===== config.mk =====
export PLATFORM = sky130hd
export DESIGN_NAME = pipe_hazard_ctrl_flat
export DESIGN_NICKNAME = d
export VERILOG_FILES = /design/src/rtl/pipe_hazard_ctrl_if.sv /design/src/rtl/pipe_hazard_ctrl.sv /design/src/flat_wrapper.sv
export SDC_FILE = /design/constraint.sdc
export NUM_CORES = 1
export LEC_CHECK = 0
export CAP_MARGIN = 0
export CORE_ASPECT_RATIO = 1.75
export CORE_MARGIN = 2
export CORE_UTILIZATION = 50
export CTS_CLUSTER_SIZE = 16
export DETAILED_ROUTE_END_ITERATION = 7
export PLACE_DENSITY = 0.76
export SLEW_MARGIN = 20
export SYNTH_ARGS = -nofsm -noshare
export SYNTH_HDL_FRONTEND = slang
export SYNTH_SLANG_ARGS = --single-unit

===== constraint.sdc =====
create_clock -name clk_i -period 2.9 [get_ports clk_i]
set_clock_uncertainty 0.05 [all_clocks]
set_input_delay 0.58 -clock clk_i [delete_from_list [all_inputs] [get_ports clk_i]]
set_output_delay 0.58 -clock clk_i [all_outputs]
set_load 0.005 [all_outputs]

===== src/rtl/pipe_hazard_ctrl_if.sv =====
// Signal bundle between the pipeline datapath and the hazard/debug sequencer.
// The slave modport is the sequencer's view; master is the datapath/debug side.
interface pipe_hazard_ctrl_if #(
    parameter int CNT_W = 32
);
    logic [4:0]       ID_rs_addr_i;
    logic [4:0]       ID_rt_addr_i;
    logic             ID_uses_rt_i;
    logic             EX_mem_read_i;
    logic [4:0]       EX_rt_addr_i;
    logic             MEM_pc_src_i;
    logic             dmem_busy_i;
    logic             halt_req_i;
    logic             step_i;
    logic             cnt_clr_i;

    logic             pc_write_o;
    logic             if_id_write_o;
    logic             id_ex_write_o;
    logic             ex_mem_write_o;
    logic             mem_wb_write_o;
    logic             if_id_flush_o;
    logic             id_ex_flush_o;
    logic             ex_mem_flush_o;
    logic             halted_o;
    logic [CNT_W-1:0] stall_cnt_o;
    logic [CNT_W-1:0] flush_cnt_o;
    logic [CNT_W-1:0] freeze_cnt_o;

    modport slave (
        input  ID_rs_addr_i, ID_rt_addr_i, ID_uses_rt_i,
        input  EX_mem_read_i, EX_rt_addr_i, MEM_pc_src_i,
        input  dmem_busy_i, halt_req_i, step_i, cnt_clr_i,
        output pc_write_o, if_id_write_o, id_ex_write_o, ex_mem_write_o, mem_wb_write_o,
        output if_id_flush_o, id_ex_flush_o, ex_mem_flush_o,
        output halted_o, stall_cnt_o, flush_cnt_o, freeze_cnt_o
    );

    modport master (
        output ID_rs_addr_i, ID_rt_addr_i, ID_uses_rt_i,
        output EX_mem_read_i, EX_rt_addr_i, MEM_pc_src_i,
        output dmem_busy_i, halt_req_i, step_i, cnt_clr_i,
        input  pc_write_o, if_id_write_o, id_ex_write_o, ex_mem_write_o, mem_wb_write_o,
        input  if_id_flush_o, id_ex_flush_o, ex_mem_flush_o,
        input  halted_o, stall_cnt_o, flush_cnt_o, freeze_cnt_o
    );
endinterface


===== src/rtl/pipe_hazard_ctrl.sv =====
// Hazard and debug sequencer for the 5-stage pipeline: load-use stalls, branch squashes,
// data-memory freezes, halt/single-step, plus saturating performance counters.
module pipe_hazard_ctrl #(
    parameter int CNT_W = 32
) (
    input  logic               clk_i,
    input  logic               rst_i,
    pipe_hazard_ctrl_if.slave  bus
);

    typedef enum logic [1:0] {
        RUN    = 2'd0,
        HALTED = 2'd1,
        STEP   = 2'd2
    } state_e;

    localparam logic [CNT_W-1:0] CNT_MAX = '1;

    state_e           state_q, state_d;
    logic [CNT_W-1:0] stall_cnt_q, stall_cnt_d;
    logic [CNT_W-1:0] flush_cnt_q, flush_cnt_d;
    logic [CNT_W-1:0] freeze_cnt_q, freeze_cnt_d;

    logic load_use;
    logic adv;
    logic stall_inc;
    logic flush_inc;

    function automatic logic [CNT_W-1:0] sat_inc(input logic [CNT_W-1:0] v, input logic inc);
        logic [CNT_W-1:0] r;
        r = v;
        if (inc && (v != CNT_MAX)) begin
            r = v + CNT_W'(1);
        end
        return r;
    endfunction

    // Register zero never carries a real dependency, so a load to $0 never stalls.
    always_comb begin
        load_use = 1'b0;
        if (bus.EX_mem_read_i && (bus.EX_rt_addr_i != 5'd0)) begin
            load_use = (bus.EX_rt_addr_i == bus.ID_rs_addr_i) ||
                       (bus.ID_uses_rt_i && (bus.EX_rt_addr_i == bus.ID_rt_addr_i));
        end
    end

    assign adv       = ~bus.dmem_busy_i & ((state_q == RUN) | (state_q == STEP));
    assign stall_inc = adv & ~bus.MEM_pc_src_i & load_use;
    assign flush_inc = adv & bus.MEM_pc_src_i;

    always_comb begin
        bus.pc_write_o     = 1'b0;
        bus.if_id_write_o  = 1'b0;
        bus.id_ex_write_o  = 1'b0;
        bus.ex_mem_write_o = 1'b0;
        bus.mem_wb_write_o = 1'b0;
        bus.if_id_flush_o  = 1'b0;
        bus.id_ex_flush_o  = 1'b0;
        bus.ex_mem_flush_o = 1'b0;
        if (rst_i && adv) begin
            bus.pc_write_o     = 1'b1;
            bus.if_id_write_o  = 1'b1;
            bus.id_ex_write_o  = 1'b1;
            bus.ex_mem_write_o = 1'b1;
            bus.mem_wb_write_o = 1'b1;
            if (bus.MEM_pc_src_i) begin
                bus.if_id_flush_o  = 1'b1;
                bus.id_ex_flush_o  = 1'b1;
                bus.ex_mem_flush_o = 1'b1;
            end else if (load_use) begin
                // Hold PC and IF_ID for one cycle; the bubble goes into ID_EX.
                bus.pc_write_o    = 1'b0;
                bus.if_id_write_o = 1'b0;
                bus.id_ex_flush_o = 1'b1;
            end
        end
    end

    assign bus.halted_o     = rst_i & (state_q == HALTED);
    assign bus.stall_cnt_o  = stall_cnt_q;
    assign bus.flush_cnt_o  = flush_cnt_q;
    assign bus.freeze_cnt_o = freeze_cnt_q;

    // A halt request only takes effect on a cycle that actually advances.
    always_comb begin
        state_d = state_q;
        unique case (state_q)
            RUN: begin
                if (bus.halt_req_i && !bus.dmem_busy_i) begin
                    state_d = HALTED;
                end
            end
            HALTED: begin
                if (bus.step_i) begin
                    state_d = STEP;
                end else if (!bus.halt_req_i) begin
                    state_d = RUN;
                end
            end
            STEP: begin
                if (!bus.dmem_busy_i) begin
                    state_d = bus.halt_req_i ? HALTED : RUN;
                end
            end
            default: state_d = RUN;
        endcase
    end

    always_comb begin
        stall_cnt_d  = sat_inc(stall_cnt_q, stall_inc);
        flush_cnt_d  = sat_inc(flush_cnt_q, flush_inc);
        freeze_cnt_d = sat_inc(freeze_cnt_q, bus.dmem_busy_i);
        if (bus.cnt_clr_i) begin
            stall_cnt_d  = '0;
            flush_cnt_d  = '0;
            freeze_cnt_d = '0;
        end
    end

    always_ff @(posedge clk_i or negedge rst_i) begin
        if (!rst_i) begin
            state_q      <= RUN;
            stall_cnt_q  <= '0;
            flush_cnt_q  <= '0;
            freeze_cnt_q <= '0;
        end else begin
            state_q      <= state_d;
            stall_cnt_q  <= stall_cnt_d;
            flush_cnt_q  <= flush_cnt_d;
            freeze_cnt_q <= freeze_cnt_d;
        end
    end

endmodule


===== src/flat_wrapper.sv =====
// flat-port wrapper written by rule: the top's interface ports become plain ports
module pipe_hazard_ctrl_flat 
#(
    parameter int CNT_W = 32
)
  (clk_i, rst_i, bus_ID_rs_addr_i, bus_ID_rt_addr_i, bus_ID_uses_rt_i, bus_EX_mem_read_i, bus_EX_rt_addr_i, bus_MEM_pc_src_i, bus_dmem_busy_i, bus_halt_req_i, bus_step_i, bus_cnt_clr_i, bus_pc_write_o, bus_if_id_write_o, bus_id_ex_write_o, bus_ex_mem_write_o, bus_mem_wb_write_o, bus_if_id_flush_o, bus_id_ex_flush_o, bus_ex_mem_flush_o, bus_halted_o, bus_stall_cnt_o, bus_flush_cnt_o, bus_freeze_cnt_o);
  pipe_hazard_ctrl_if #(.CNT_W(CNT_W)) bus_i ();
  input  logic clk_i;
  input  logic rst_i;
  input wire logic [$bits(bus_i.ID_rs_addr_i)-1:0] bus_ID_rs_addr_i;
  input wire logic [$bits(bus_i.ID_rt_addr_i)-1:0] bus_ID_rt_addr_i;
  input wire logic [$bits(bus_i.ID_uses_rt_i)-1:0] bus_ID_uses_rt_i;
  input wire logic [$bits(bus_i.EX_mem_read_i)-1:0] bus_EX_mem_read_i;
  input wire logic [$bits(bus_i.EX_rt_addr_i)-1:0] bus_EX_rt_addr_i;
  input wire logic [$bits(bus_i.MEM_pc_src_i)-1:0] bus_MEM_pc_src_i;
  input wire logic [$bits(bus_i.dmem_busy_i)-1:0] bus_dmem_busy_i;
  input wire logic [$bits(bus_i.halt_req_i)-1:0] bus_halt_req_i;
  input wire logic [$bits(bus_i.step_i)-1:0] bus_step_i;
  input wire logic [$bits(bus_i.cnt_clr_i)-1:0] bus_cnt_clr_i;
  output wire logic [$bits(bus_i.pc_write_o)-1:0] bus_pc_write_o;
  output wire logic [$bits(bus_i.if_id_write_o)-1:0] bus_if_id_write_o;
  output wire logic [$bits(bus_i.id_ex_write_o)-1:0] bus_id_ex_write_o;
  output wire logic [$bits(bus_i.ex_mem_write_o)-1:0] bus_ex_mem_write_o;
  output wire logic [$bits(bus_i.mem_wb_write_o)-1:0] bus_mem_wb_write_o;
  output wire logic [$bits(bus_i.if_id_flush_o)-1:0] bus_if_id_flush_o;
  output wire logic [$bits(bus_i.id_ex_flush_o)-1:0] bus_id_ex_flush_o;
  output wire logic [$bits(bus_i.ex_mem_flush_o)-1:0] bus_ex_mem_flush_o;
  output wire logic [$bits(bus_i.halted_o)-1:0] bus_halted_o;
  output wire logic [$bits(bus_i.stall_cnt_o)-1:0] bus_stall_cnt_o;
  output wire logic [$bits(bus_i.flush_cnt_o)-1:0] bus_flush_cnt_o;
  output wire logic [$bits(bus_i.freeze_cnt_o)-1:0] bus_freeze_cnt_o;
  assign bus_i.ID_rs_addr_i = bus_ID_rs_addr_i;
  assign bus_i.ID_rt_addr_i = bus_ID_rt_addr_i;
  assign bus_i.ID_uses_rt_i = bus_ID_uses_rt_i;
  assign bus_i.EX_mem_read_i = bus_EX_mem_read_i;
  assign bus_i.EX_rt_addr_i = bus_EX_rt_addr_i;
  assign bus_i.MEM_pc_src_i = bus_MEM_pc_src_i;
  assign bus_i.dmem_busy_i = bus_dmem_busy_i;
  assign bus_i.halt_req_i = bus_halt_req_i;
  assign bus_i.step_i = bus_step_i;
  assign bus_i.cnt_clr_i = bus_cnt_clr_i;
  assign bus_pc_write_o = bus_i.pc_write_o;
  assign bus_if_id_write_o = bus_i.if_id_write_o;
  assign bus_id_ex_write_o = bus_i.id_ex_write_o;
  assign bus_ex_mem_write_o = bus_i.ex_mem_write_o;
  assign bus_mem_wb_write_o = bus_i.mem_wb_write_o;
  assign bus_if_id_flush_o = bus_i.if_id_flush_o;
  assign bus_id_ex_flush_o = bus_i.id_ex_flush_o;
  assign bus_ex_mem_flush_o = bus_i.ex_mem_flush_o;
  assign bus_halted_o = bus_i.halted_o;
  assign bus_stall_cnt_o = bus_i.stall_cnt_o;
  assign bus_flush_cnt_o = bus_i.flush_cnt_o;
  assign bus_freeze_cnt_o = bus_i.freeze_cnt_o;
  pipe_hazard_ctrl #(.CNT_W(CNT_W)) u_core (.clk_i(clk_i), .rst_i(rst_i), .bus(bus_i));
endmodule

== Word level (Yosys, flattened, before mapping) ==
Index checks and enable logic that the tools add are counted.

* Register bits: 98
* Input port bits: 24

* Add/sub/neg operators: 3
* Eq/ne operators: 10
* Multiplexer cells: 22
* Bitwise gates (word level): 8
* Reduce and logical (&&, ||, !) cells: 15

{| class="wikitable"
|+ Operators by type and width
! kind !! count
|-
| $mux 32 || 6
|-
| $add 32x1->32 const B || 3
|-
| $ne 32x32->1 const B || 3
|-
| $mux 1 || 11
|-
| $eq 5x5->1 || 2
|-
| $mux 2 || 4
|-
| $logic_and 1x1->1 || 7
|-
| $pmux 2 s3 || 1
|-
| $reduce_bool 2->1 || 3
|-
| $and 1x1->1 || 5
|-
| $reduce_bool 5->1 || 1
|-
| $ne 2x2->1 const B || 2
|-
| $ne 3x3->1 const B || 1
|-
| $reduce_and 3->1 || 1
|-
| $eq 2x1->1 const B || 1
|-
| $eq 2x2->1 const B || 1
|-
| $logic_not 2->1 || 1
|-
| $not 1->1 || 2
|-
| $logic_not 1->1 || 1
|-
| $logic_or 1x1->1 || 1
|-
| $or 1x1->1 || 1
|}

== Depth between registers and ports, before layout ==
Gate-level depths: netlist (run 1).

* Depth after elaboration: 8
* Depth in mapped cells: 8
* Depth with buffers taken out: 7

== Worst setup path after synthesis (run 1) ==
OpenSTA, ideal clock, no wires.

* Path type: input port to output port
* Start: input bus_EX_rt_addr_i[0]
* End: output bus_pc_write_o
* Data arrival time: 1.885 ns
* Path slack: 0.385 ns
* Stages on the path: 5
* Buffers on the path: 1
* Path through: or4_1 -> o21a_1 -> and2_1 -> a21oi_1 -> buf_4

* Word-level cells in the longest chain between the ends: 7
* Elaborated cells between the ends (all ways): 10
* Classes of those cells: eq/ne: 2; mux: 4; reduce/logical: 4

{| class="wikitable"
|+ RTL lines
! element !! line !! RTL
|-
| start, declared || flat_wrapper.sv:14 || <nowiki>input wire logic [$bits(bus_i.EX_rt_addr_i)-1:0] bus_EX_rt_addr_i;</nowiki>
|-
| $eq 5x5->1 || pipe_hazard_ctrl.sv:43 || <nowiki>(bus.ID_uses_rt_i && (bus.EX_rt_addr_i == bus.ID_rt_addr_i));</nowiki>
|-
| $logic_and 1x1->1 || pipe_hazard_ctrl.sv:43 ||
|-
| $logic_or 1x1->1 || pipe_hazard_ctrl.sv:42 || <nowiki>load_use = (bus.EX_rt_addr_i == bus.ID_rs_addr_i) ||</nowiki>
|-
| $mux 1 (*) || pipe_hazard_ctrl.sv:41 || <nowiki>if (bus.EX_mem_read_i && (bus.EX_rt_addr_i != 5'd0)) begin</nowiki>
|-
| $mux 1 (*) (3 in series) || - ||
|-
| end, declared || flat_wrapper.sv:20 || <nowiki>output wire logic [$bits(bus_i.pc_write_o)-1:0] bus_pc_write_o;</nowiki>
|}

Every way passes the cells marked *; elsewhere a longest branch is shown, timed or not.

== Worst setup path after layout (run 1) ==
* Start: input bus_EX_rt_addr_i[0]
* End: output bus_id_ex_flush_o

* Word-level cells in the longest chain between the ends: 7
* Elaborated cells between the ends (all ways): 10
* Classes of those cells: eq/ne: 2; mux: 4; reduce/logical: 4

{| class="wikitable"
|+ RTL lines
! element !! line !! RTL
|-
| $eq 5x5->1 || pipe_hazard_ctrl.sv:43 ||
|-
| $logic_and 1x1->1 || pipe_hazard_ctrl.sv:43 ||
|-
| $logic_or 1x1->1 || pipe_hazard_ctrl.sv:42 ||
|-
| $mux 1 (*) || pipe_hazard_ctrl.sv:41 ||
|-
| $mux 1 (*) || pipe_hazard_ctrl.sv:70 || <nowiki>end else if (load_use) begin</nowiki>
|-
| $mux 1 (*) || pipe_hazard_ctrl.sv:66 || <nowiki>if (bus.MEM_pc_src_i) begin</nowiki>
|-
| $mux 1 (*) || pipe_hazard_ctrl.sv:60 || <nowiki>if (rst_i && adv) begin</nowiki>
|-
| end, declared || flat_wrapper.sv:26 || <nowiki>output wire logic [$bits(bus_i.id_ex_flush_o)-1:0] bus_id_ex_flush_o;</nowiki>
|}

Marked as above.

==> results of run 1 <==
[power by group through the flow]
stage	Clock, mW	Sequential, mW	Combinational, mW
6_report	1.24	1.38	0.193
2_1_floorplan	0	1.41	0.0731
3_3_place_gp	0	1.41	0.190
3_5_place_dp	0	1.41	0.194
5_1_grt	1.31	1.38	0.215
4_1_cts	1.26	1.38	0.195
[logic make-up after synthesis]
family | count (synthesis) | synth area share [%]
muxes | 5 | 0.9869
adders and majority gates | 3 | 0.6886
and+or+nand+nor | 321 | 31.51
buffers and inverters | 34 | 2.915
AOI/OAI and AO/OA | 55 | 6.381
xor gates and xnor gates | 78 | 12.53
DFF | 98 | 44.99
[flip-flops by register name (all words and copies together) (netlist names)]
name	cells
u_core.bus.flush_cnt_o	32
u_core.bus.freeze_cnt_o	32
u_core.bus.stall_cnt_o	32
u_core.state_q	2
[metal layers]
| metal | share of wire (%) | vias to the layer above | global-route usage [%] |
|---|---|---|---|
| li1 | - | 2390 | - |
| met1 | 40 | 2441 | 29.23 |
| met2 | 53 | 146 | 44.61 |
| met3 | 4.3 | 27 | 4.002 |
| met4 | 2.6 | 0 | 10.44 |
| met5 | 0 | - | 0 |
[area by class of cell]
cell class | instances | area share (%)
Tap cell | 130 | 2.224
Timing Repair Buffer | 158 | 20.48
Inverter | 10 | 0.5133
Clock buffer | 9 | 3.080
Multi-Input combinational cell | 462 | 39.06
Sequential cell | 98 | 33.53
Clock inverter | 5 | 1.112
[worst max-delay path: stages]
cell	delay (ns)
dlygate4sd2_1	0.26
or4_4	0.55
o21a_1	0.21
buf_4	0.16
nand2_1	0.09
a21oi_1	0.07
dlygate4sd2_1	0.26
[final timing paths]
path / end / startpoint / slack, ns / depth (start not counted)
max: bus_id_ex_flush_o / bus_EX_rt_addr_i[0] / 0.09 / 7
min reg2reg: u_core.state_q[1] / u_core.state_q[1] / 0.48 / 1
min in group clk_i: u_core.state_q[1] / u_core.state_q[1] / 0.48 / 1
max in group asynchronous: u_core.bus.flush_cnt_o[17] / rst_i / 1.96 / 2
min: u_core.bus.freeze_cnt_o[28] / rst_i / 0.29 / 2
max reg2reg: u_core.bus.stall_cnt_o[20] / u_core.bus.stall_cnt_o[0] / 0.38 / 7
[cells in the mapped netlist, types with 11 or more instances]
cell      number
nor2_1        88
xnor2_1       29
nor4_1        13
nand2_1       55
nand3_1       28
nand4_1       38
and4_1        12
nor3_1        11
o21ai_0       12
and3_1        27
dfrtp_1       98
or3_1         11
clkbuf_1      17
xor2_1        49
a21oi_1       18
[what timing repair did]
item,in CTS,in global routing
gates resized for setup,10,3
endpoints found under the hold margin,0,0
endpoints found under the setup margin,3,3
hold buffers,0,0
pin swaps,2,2
==> results.json, run 1 <==
{
  "dieWidth_um": 82.93,
  "multi_input_area_um2": 2856,
  "setup_viol": 0,
  "overflow": 0,
  "grt_usage_pct": 24.81,
  "grt_antenna_before_repair": 0,
  "period_share_pct": 96.75,
  "grt_max_degree": 57,
  "cts_buffer_depth": 2,
  "p_total_mw": 2.814,
  "p_clk_share_pct": 44.0,
  "finalMaxSlewViolations": 0,
  "p_comb_share_pct": 6.8,
  "p_int_mw": 2.206,
  "fillers": 871,
  "ys.flop_type": "dfrtp_1",
  "core_um2": 10640,
  "ys_ff_latch": 98,
  "cts_made_buffers": 9,
  "status": "finished clean",
  "seqPwrFrac_pct": 49.1,
  "min_period_ns": 2.806,
  "syn_inst": 594,
  "avgRoutedWirePerCell_um": 16.43,
  "antenna_cells": 0,
  "yosysWarnings": 0,
  "fin_util_pct": 68.76,
  "die_y_um": 142.1,
  "drive_above_1_share_pct": 8.760,
  "layout.nets": 766,
  "final_cells": 872,
  "hold_path.class": "input pin to asynchronous set/reset pin",
  "p_sw_mw": 0.6082,
  "fmax_mhz": 356.4,
  "fp-row-count": 50,
  "cap_violations": 0,
  "drc": 0,
  "relSlewSlack_pct": 51.65,
  "cp.required_ns": 2.27,
  "drt_wl_total_um": 14330,
  "tns_ns": 0,
  "register_area_um2": 2452,
  "dp_cells": 858,
  "syn_nets": 621,
  "swShare_pct": 21.61,
  "hold_violations": 0,
  "worstMarginPinSlew_ns": 0.7252,
  "dpl.hpwl_um": 10460,
  "io_buffers": 128,
  "grt_pass1_vias": 5075,
  "max-vdd-ir-drop_mv": 0.3092,
  "layout_common_cells": "clkdlybuf4s50_1 (118), dfrtp_1 (98), nor2_1 (88)",
  "cp-end-kind": "output port",
  "crit_fanout": 7,
  "area_delta_synth_final_pct": 34.15,
  "yosys.area.top_type_share_pct": 44.99,
  "gp_congestion": 0.8869,
  "cts_max_level": 3,
  "p_leak_nw": 2.994,
  "setup_ws_ns": 0.09417,
  "initial_core_util_pct": 51.26,
  "synth_edf_count": 0,
  "cts-root-buf": "clkbuf_16",
  "crit_type": "input pin to output port",
  "die_area_um2": 11790,
  "design_area_um2": 7313,
  "grt_first_pass_wirelength_um": 24340,
  "critPathLaunchType": "input pin",
  "io_pins": 129,
  "drtAntennaViolNets": 0,
  "async_reset_ff_share_pct": 100.0,
  "post_cts_buffers": 0,
  "syn_area_um2": 5451,
  "clkSinkCount": 98,
  "drt_first_pass_iters": 4,
  "synthTopCellsByArea": "dfrtp_1 (45%), xor2_1 (7.9%), nor2_1 (6.1%)",
  "drt-initial-drc-count": 198,
  "cellPowerDensity_nw_per_um2": 384.8,
  "arrival_ns": 2.18,
  "synth_cell_types": 52,
  "vias_per_cell": 5.739,
  "rsz0062_at_grt": "no",
  "preCtsSetupSlack_ns": -0.3845,
  "dpl_cell_area_um2": 6992,
  "yosysSeqAreaShare_pct": 44.99,
  "cts.clk_slew.worst_paths_ns": 0.06,
  "layout_commonest_cell": "clkdlybuf4s50_1",
  "synth_area_per_cell_um2": 9.178,
  "cts_tree": "built",
  "synth_largest_area_cell": "dfrtp_1",
  "whs_ns": 0.2932,
  "insertion_delay_ns": 0.34,
  "vias": 5004
}
No activity file was read; power rests on OpenSTA's default activity.
==> run 2, diff against run 1 <==
--- a/config.mk
+++ b/config.mk
@@ -12,7 +12,8 @@
 export CTS_CLUSTER_SIZE = 16
 export DETAILED_ROUTE_END_ITERATION = 7
 export PLACE_DENSITY = 0.76
-export SLEW_MARGIN = 20
+export SETUP_SLACK_MARGIN = 0.3
+export SLEW_MARGIN = 10
 export SYNTH_ARGS = -nofsm -noshare
 export SYNTH_HDL_FRONTEND = slang
 export SYNTH_SLANG_ARGS = --single-unit
==> results.json, run 2 (synthesis results as in run 1) <==
{
  "vias_per_cell": 5.781,
  "p_leak_nw": 3.056,
  "clkSinkCount": 98,
  "cts-root-buf": "clkbuf_16",
  "drt-initial-drc-count": 212,
  "antenna_cells": 0,
  "hold_path.class": "input pin to asynchronous set/reset pin",
  "cts.clk_slew.worst_paths_ns": 0.07,
  "cts_tree": "built",
  "grt_antenna_before_repair": 0,
  "status": "finished clean",
  "grt_usage_pct": 25.06,
  "tns_ns": 0,
  "grt.busiest_layer": "met2",
  "setup_viol": 0,
  "die_area_um2": 11790,
  "grt_use_met2_pct": 45.33,
  "vias": 5070,
  "cap_violations": 0,
  "dpl.hpwl_um": 10460,
  "drc": 0,
  "met3_usage_pct": 3.886,
  "period_share_pct": 87.23,
  "crit_fanout": 3,
  "gp_congestion": 0.8869,
  "fp-row-count": 50,
  "min_period_ns": 2.530,
  "critPathLaunchType": "input pin",
  "seqPwrFrac_pct": 49.0,
  "timing.rr.start": "u_core.bus.stall_cnt_o[0]",
  "grt_first_pass_wirelength_um": 24530,
  "p_total_mw": 2.823,
  "relSlewSlack_pct": 51.92,
  "arrival_ns": 1.90,
  "avgRoutedWirePerCell_um": 16.59,
  "drt_first_pass_iters": 4,
  "io_buffers": 128,
  "die_y_um": 142.1,
  "drt_wl_total_um": 14550,
  "grt_pass1_vias": 5079,
  "core_um2": 10640,
  "p_comb_share_pct": 7.1,
  "io_pins": 129,
  "swShare_pct": 21.77,
  "drtAntennaViolNets": 0,
  "dpl_cell_area_um2": 6992,
  "fmax_mhz": 395.3,
  "cts_hold_buf": 0,
  "worstMarginPinSlew_ns": 0.7212,
  "finalMaxSlewViolations": 0,
  "setup_ws_ns": 0.3704,
  "layout_common_cells": "clkdlybuf4s50_1 (106), dfrtp_1 (97), nor2_1 (86)",
  "grt_max_degree": 57,
  "p_clk_share_pct": 43.8,
  "cts_made_buffers": 9,
  "cp.required_ns": 2.27,
  "max-vdd-ir-drop_mv": 0.3109,
  "layout_commonest_cell": "clkdlybuf4s50_1",
  "startpoint": "bus_EX_rt_addr_i[1]",
  "initial_core_util_pct": 51.26,
  "overflow": 0,
  "met1_usage_pct": 29.54,
  "layout.nets": 771,
  "rsz0062_at_grt": "yes",
  "p_int_mw": 2.208,
  "area_delta_synth_final_pct": 35.28,
  "cts_buffer_depth": 2,
  "preCtsSetupSlack_ns": -0.3845,
  "p_sw_mw": 0.6145,
  "design_area_um2": 7375,
  "insertion_delay_ns": 0.34,
  "cts_max_level": 3,
  "hold_violations": 0,
  "cp-end-kind": "output port",
  "cellPowerDensity_nw_per_um2": 382.8,
  "crit_type": "input pin to output port",
  "drive_above_1_share_pct": 11.51,
  "dieWidth_um": 82.93
}
-- run 2: changes by cell type in the layout (fill, tap and decap cells not counted), sizes merged --
cell,delta
dlymetal6s2s,+1
clkbuf,+4
buf,+8
clkdlybuf4s50,-12
dlygate4sd2,+4
-- run 2: cell type report --
type	instances	area [um2]
fillers	867	3261
inverters	10	37.54
flip-flops and latches	98	2454
multi-input cells	462	2909
clock inverters	5	81.33
repair buffers	163	1505
well taps	130	162.7
clock buffers	9	225.2
-- run 2: critical path: stages --
cell and delay (ns):
dlygate4sd2_1 0.29, xnor2_1 0.16, nand4_1 0.14, o22ai_2 0.17, buf_4 0.14, buf_4 0.10, and2_4 0.13, a21oi_2 0.05
buf_2 0.13
-- run 2: worst paths after layout --
check,end,slack (ns),cells after the start
setup reg to reg,u_core.bus.stall_cnt_o[6],0.41,7
min in group clk_i,u_core.state_q[1],0.49,1
hold / removal,u_core.bus.stall_cnt_o[23],0.30,2
max in group asynchronous,u_core.bus.flush_cnt_o[31],1.95,2
setup / recovery,bus_pc_write_o,0.37,9
hold reg to reg,u_core.state_q[1],0.49,1
-- run 2: power groups by stage --
| stage | registers (mW) | logic, mW | clock network, mW |
|---|---|---|---|
| final | 1.38 | 0.202 | 1.24 |
| after global routing | 1.38 | 0.223 | 1.31 |
| after CTS | 1.38 | 0.196 | 1.26 |
| after detailed placement | 1.41 | 0.194 | 0 |
| after global placement | 1.41 | 0.190 | 0 |
| after floorplan | 1.41 | 0.0731 | 0 |
-- run 2: through the flow --
stage	instances	util (%)	hold WS [ns]
final	877	69.34	0.3028
after global routing	877	69.34	0.3493
after CTS	876	68.95	0.3132
after detailed placement	858	65.74	0.4646
after global placement	858	65.74	0.4479
after floorplan	594	-	0.2344
-- run 2: repair_timing --
action                     CTS  global route
resized for setup           39            16
buffers inserted             4             1
setup endpoints to repair   14            17
pin swaps                   10             9
-- run 2: metal layers --
metal	wire length [um]	share of wire (%)
met5	0	0
met4	393	2.7
met3	589	4.0
met2	7766	53
met1	5798	40
==> run 3, diff against run 2 <==
--- a/config.mk
+++ b/config.mk
@@ -13,6 +13,7 @@
 export DETAILED_ROUTE_END_ITERATION = 7
 export PLACE_DENSITY = 0.76
 export SETUP_SLACK_MARGIN = 0.3
+export SKIP_CTS_REPAIR_TIMING = 1
 export SLEW_MARGIN = 10
 export SYNTH_ARGS = -nofsm -noshare
 export SYNTH_HDL_FRONTEND = slang
==> results.json, run 3 (synthesis results as in run 1) <==
{
  "cellPowerDensity_nw_per_um2": 381.6,
  "cp.required_ns": 2.27,
  "area_delta_synth_final_pct": 35.39,
  "hold_path.class": "input pin to asynchronous set/reset pin",
  "fin_util_pct": 69.40,
  "dp_cells": 858,
  "grt_usage_pct": 24.70,
  "layout_commonest_cell": "clkdlybuf4s50_1",
  "cts.clk_slew.worst_paths_ns": 0.06,
  "grt_pass1_vias": 5107,
  "io_buffers": 128,
  "final_cells": 874,
  "crit_fanout": 3,
  "min_period_ns": 2.527,
  "finalMaxSlewViolations": 0,
  "crit_type": "input pin to output port",
  "cts_max_level": 3,
  "grt_first_pass_wirelength_um": 24230,
  "fmax_mhz": 395.8,
  "drt_first_pass_iters": 5,
  "layout_common_cells": "clkdlybuf4s50_1 (107), dfrtp_1 (98), nor2_1 (86)",
  "rsz0062_at_grt": "no",
  "die_y_um": 142.1,
  "dpl.hpwl_um": 10460,
  "grt_antenna_before_repair": 0,
  "avgRoutedWirePerCell_um": 16.53,
  "p_leak_nw": 3.123,
  "fillers": 868,
  "dieWidth_um": 82.93,
  "drive_above_1_share_pct": 10.08,
  "hold_violations": 0,
  "whs_ns": 0.3040,
  "overflow": 0,
  "worstMarginPinSlew_ns": 0.7093,
  "vias": 5021,
  "clkSinkCount": 98,
  "relSlewSlack_pct": 52.71,
  "initial_core_util_pct": 51.26,
  "cts-root-buf": "clkbuf_16",
  "fp-row-count": 50,
  "cp-end-kind": "output port",
  "status": "finished clean",
  "gp_congestion": 0.8869,
  "period_share_pct": 87.13,
  "insertion_delay_ns": 0.34,
  "multi_input_area_um2": 2883,
  "cts_buffer_depth": 2,
  "critPathLaunchType": "input pin",
  "cap_violations": 0,
  "drc": 0,
  "register_area_um2": 2452,
  "cts_made_buffers": 9,
  "arrival_ns": 1.90,
  "antenna_cells": 0,
  "core_um2": 10640,
  "vias_per_cell": 5.745,
  "max-vdd-ir-drop_mv": 0.3088,
  "io_pins": 129,
  "layout.nets": 768,
  "grt_max_degree": 57,
  "drt_wl_total_um": 14450,
  "drtAntennaViolNets": 0,
  "setup_viol": 0,
  "cts_tree": "built",
  "drt-initial-drc-count": 207,
  "die_area_um2": 11790
}
==> run 3: final timing paths <==
path | from | to | slack [ns] | cells after the start
max in group asynchronous | rst_i | u_core.bus.flush_cnt_o[17] | 1.96 | 2
min reg2reg | u_core.state_q[1] | u_core.state_q[1] | 0.49 | 1
max reg2reg | u_core.bus.stall_cnt_o[0] | u_core.bus.stall_cnt_o[20] | 0.39 | 7
min | rst_i | u_core.bus.freeze_cnt_o[28] | 0.30 | 2
max | bus_EX_rt_addr_i[3] | bus_pc_write_o | 0.37 | 6
min in group clk_i | u_core.state_q[1] | u_core.state_q[1] | 0.49 | 1
==> run 3: layer usage <==
metal	GRT usage [%]	part of all wire (%)	up-vias
li1	-	-	2403
met1	28.66	40	2454
met2	45.20	54	144
met3	4.002	4.2	20
met4	9.750	1.8	0
met5	0	0	-
==> run 3: metrics by stage <==
step	setup TNS (ns)	setup WS (ns)	total power [mW]	instance area, um2
after global placement	-1.256	-0.3824	1.598	6992
after CTS	-1.082	-0.3969	2.841	7298
after detailed placement	-1.742	-0.3845	1.603	6992
after global routing	0	0.2943	2.909	7381
after floorplan	0	0.3849	1.481	5451
final	0	0.3733	2.817	7381
==> run 3: final cells by class <==
cell class	instances	share of cell area (%)
Clock buffer	9	3.051
Clock inverter	5	1.102
Inverter	10	0.5086
Multi-Input combinational cell	462	39.06
Sequential cell	98	33.23
Tap cell	130	2.204
Timing Repair Buffer	160	20.85
==> run 3: report_power, final <==
group / total (mW) / internal (mW) / switching (mW)
clock network: 1.24 / 0.746 / 0.493
logic: 0.194 / 0.0863 / 0.108
registers: 1.38 / 1.37 / 0.0101
total: 2.82 / 2.21 / 0.611
==> run 3: critical path, stage by stage <==
cell            delay, ns
dlymetal6s2s_1       0.16
or4_4                0.53
o21a_1               0.21
and2_4               0.16
a21oi_2              0.12
buf_2                0.13
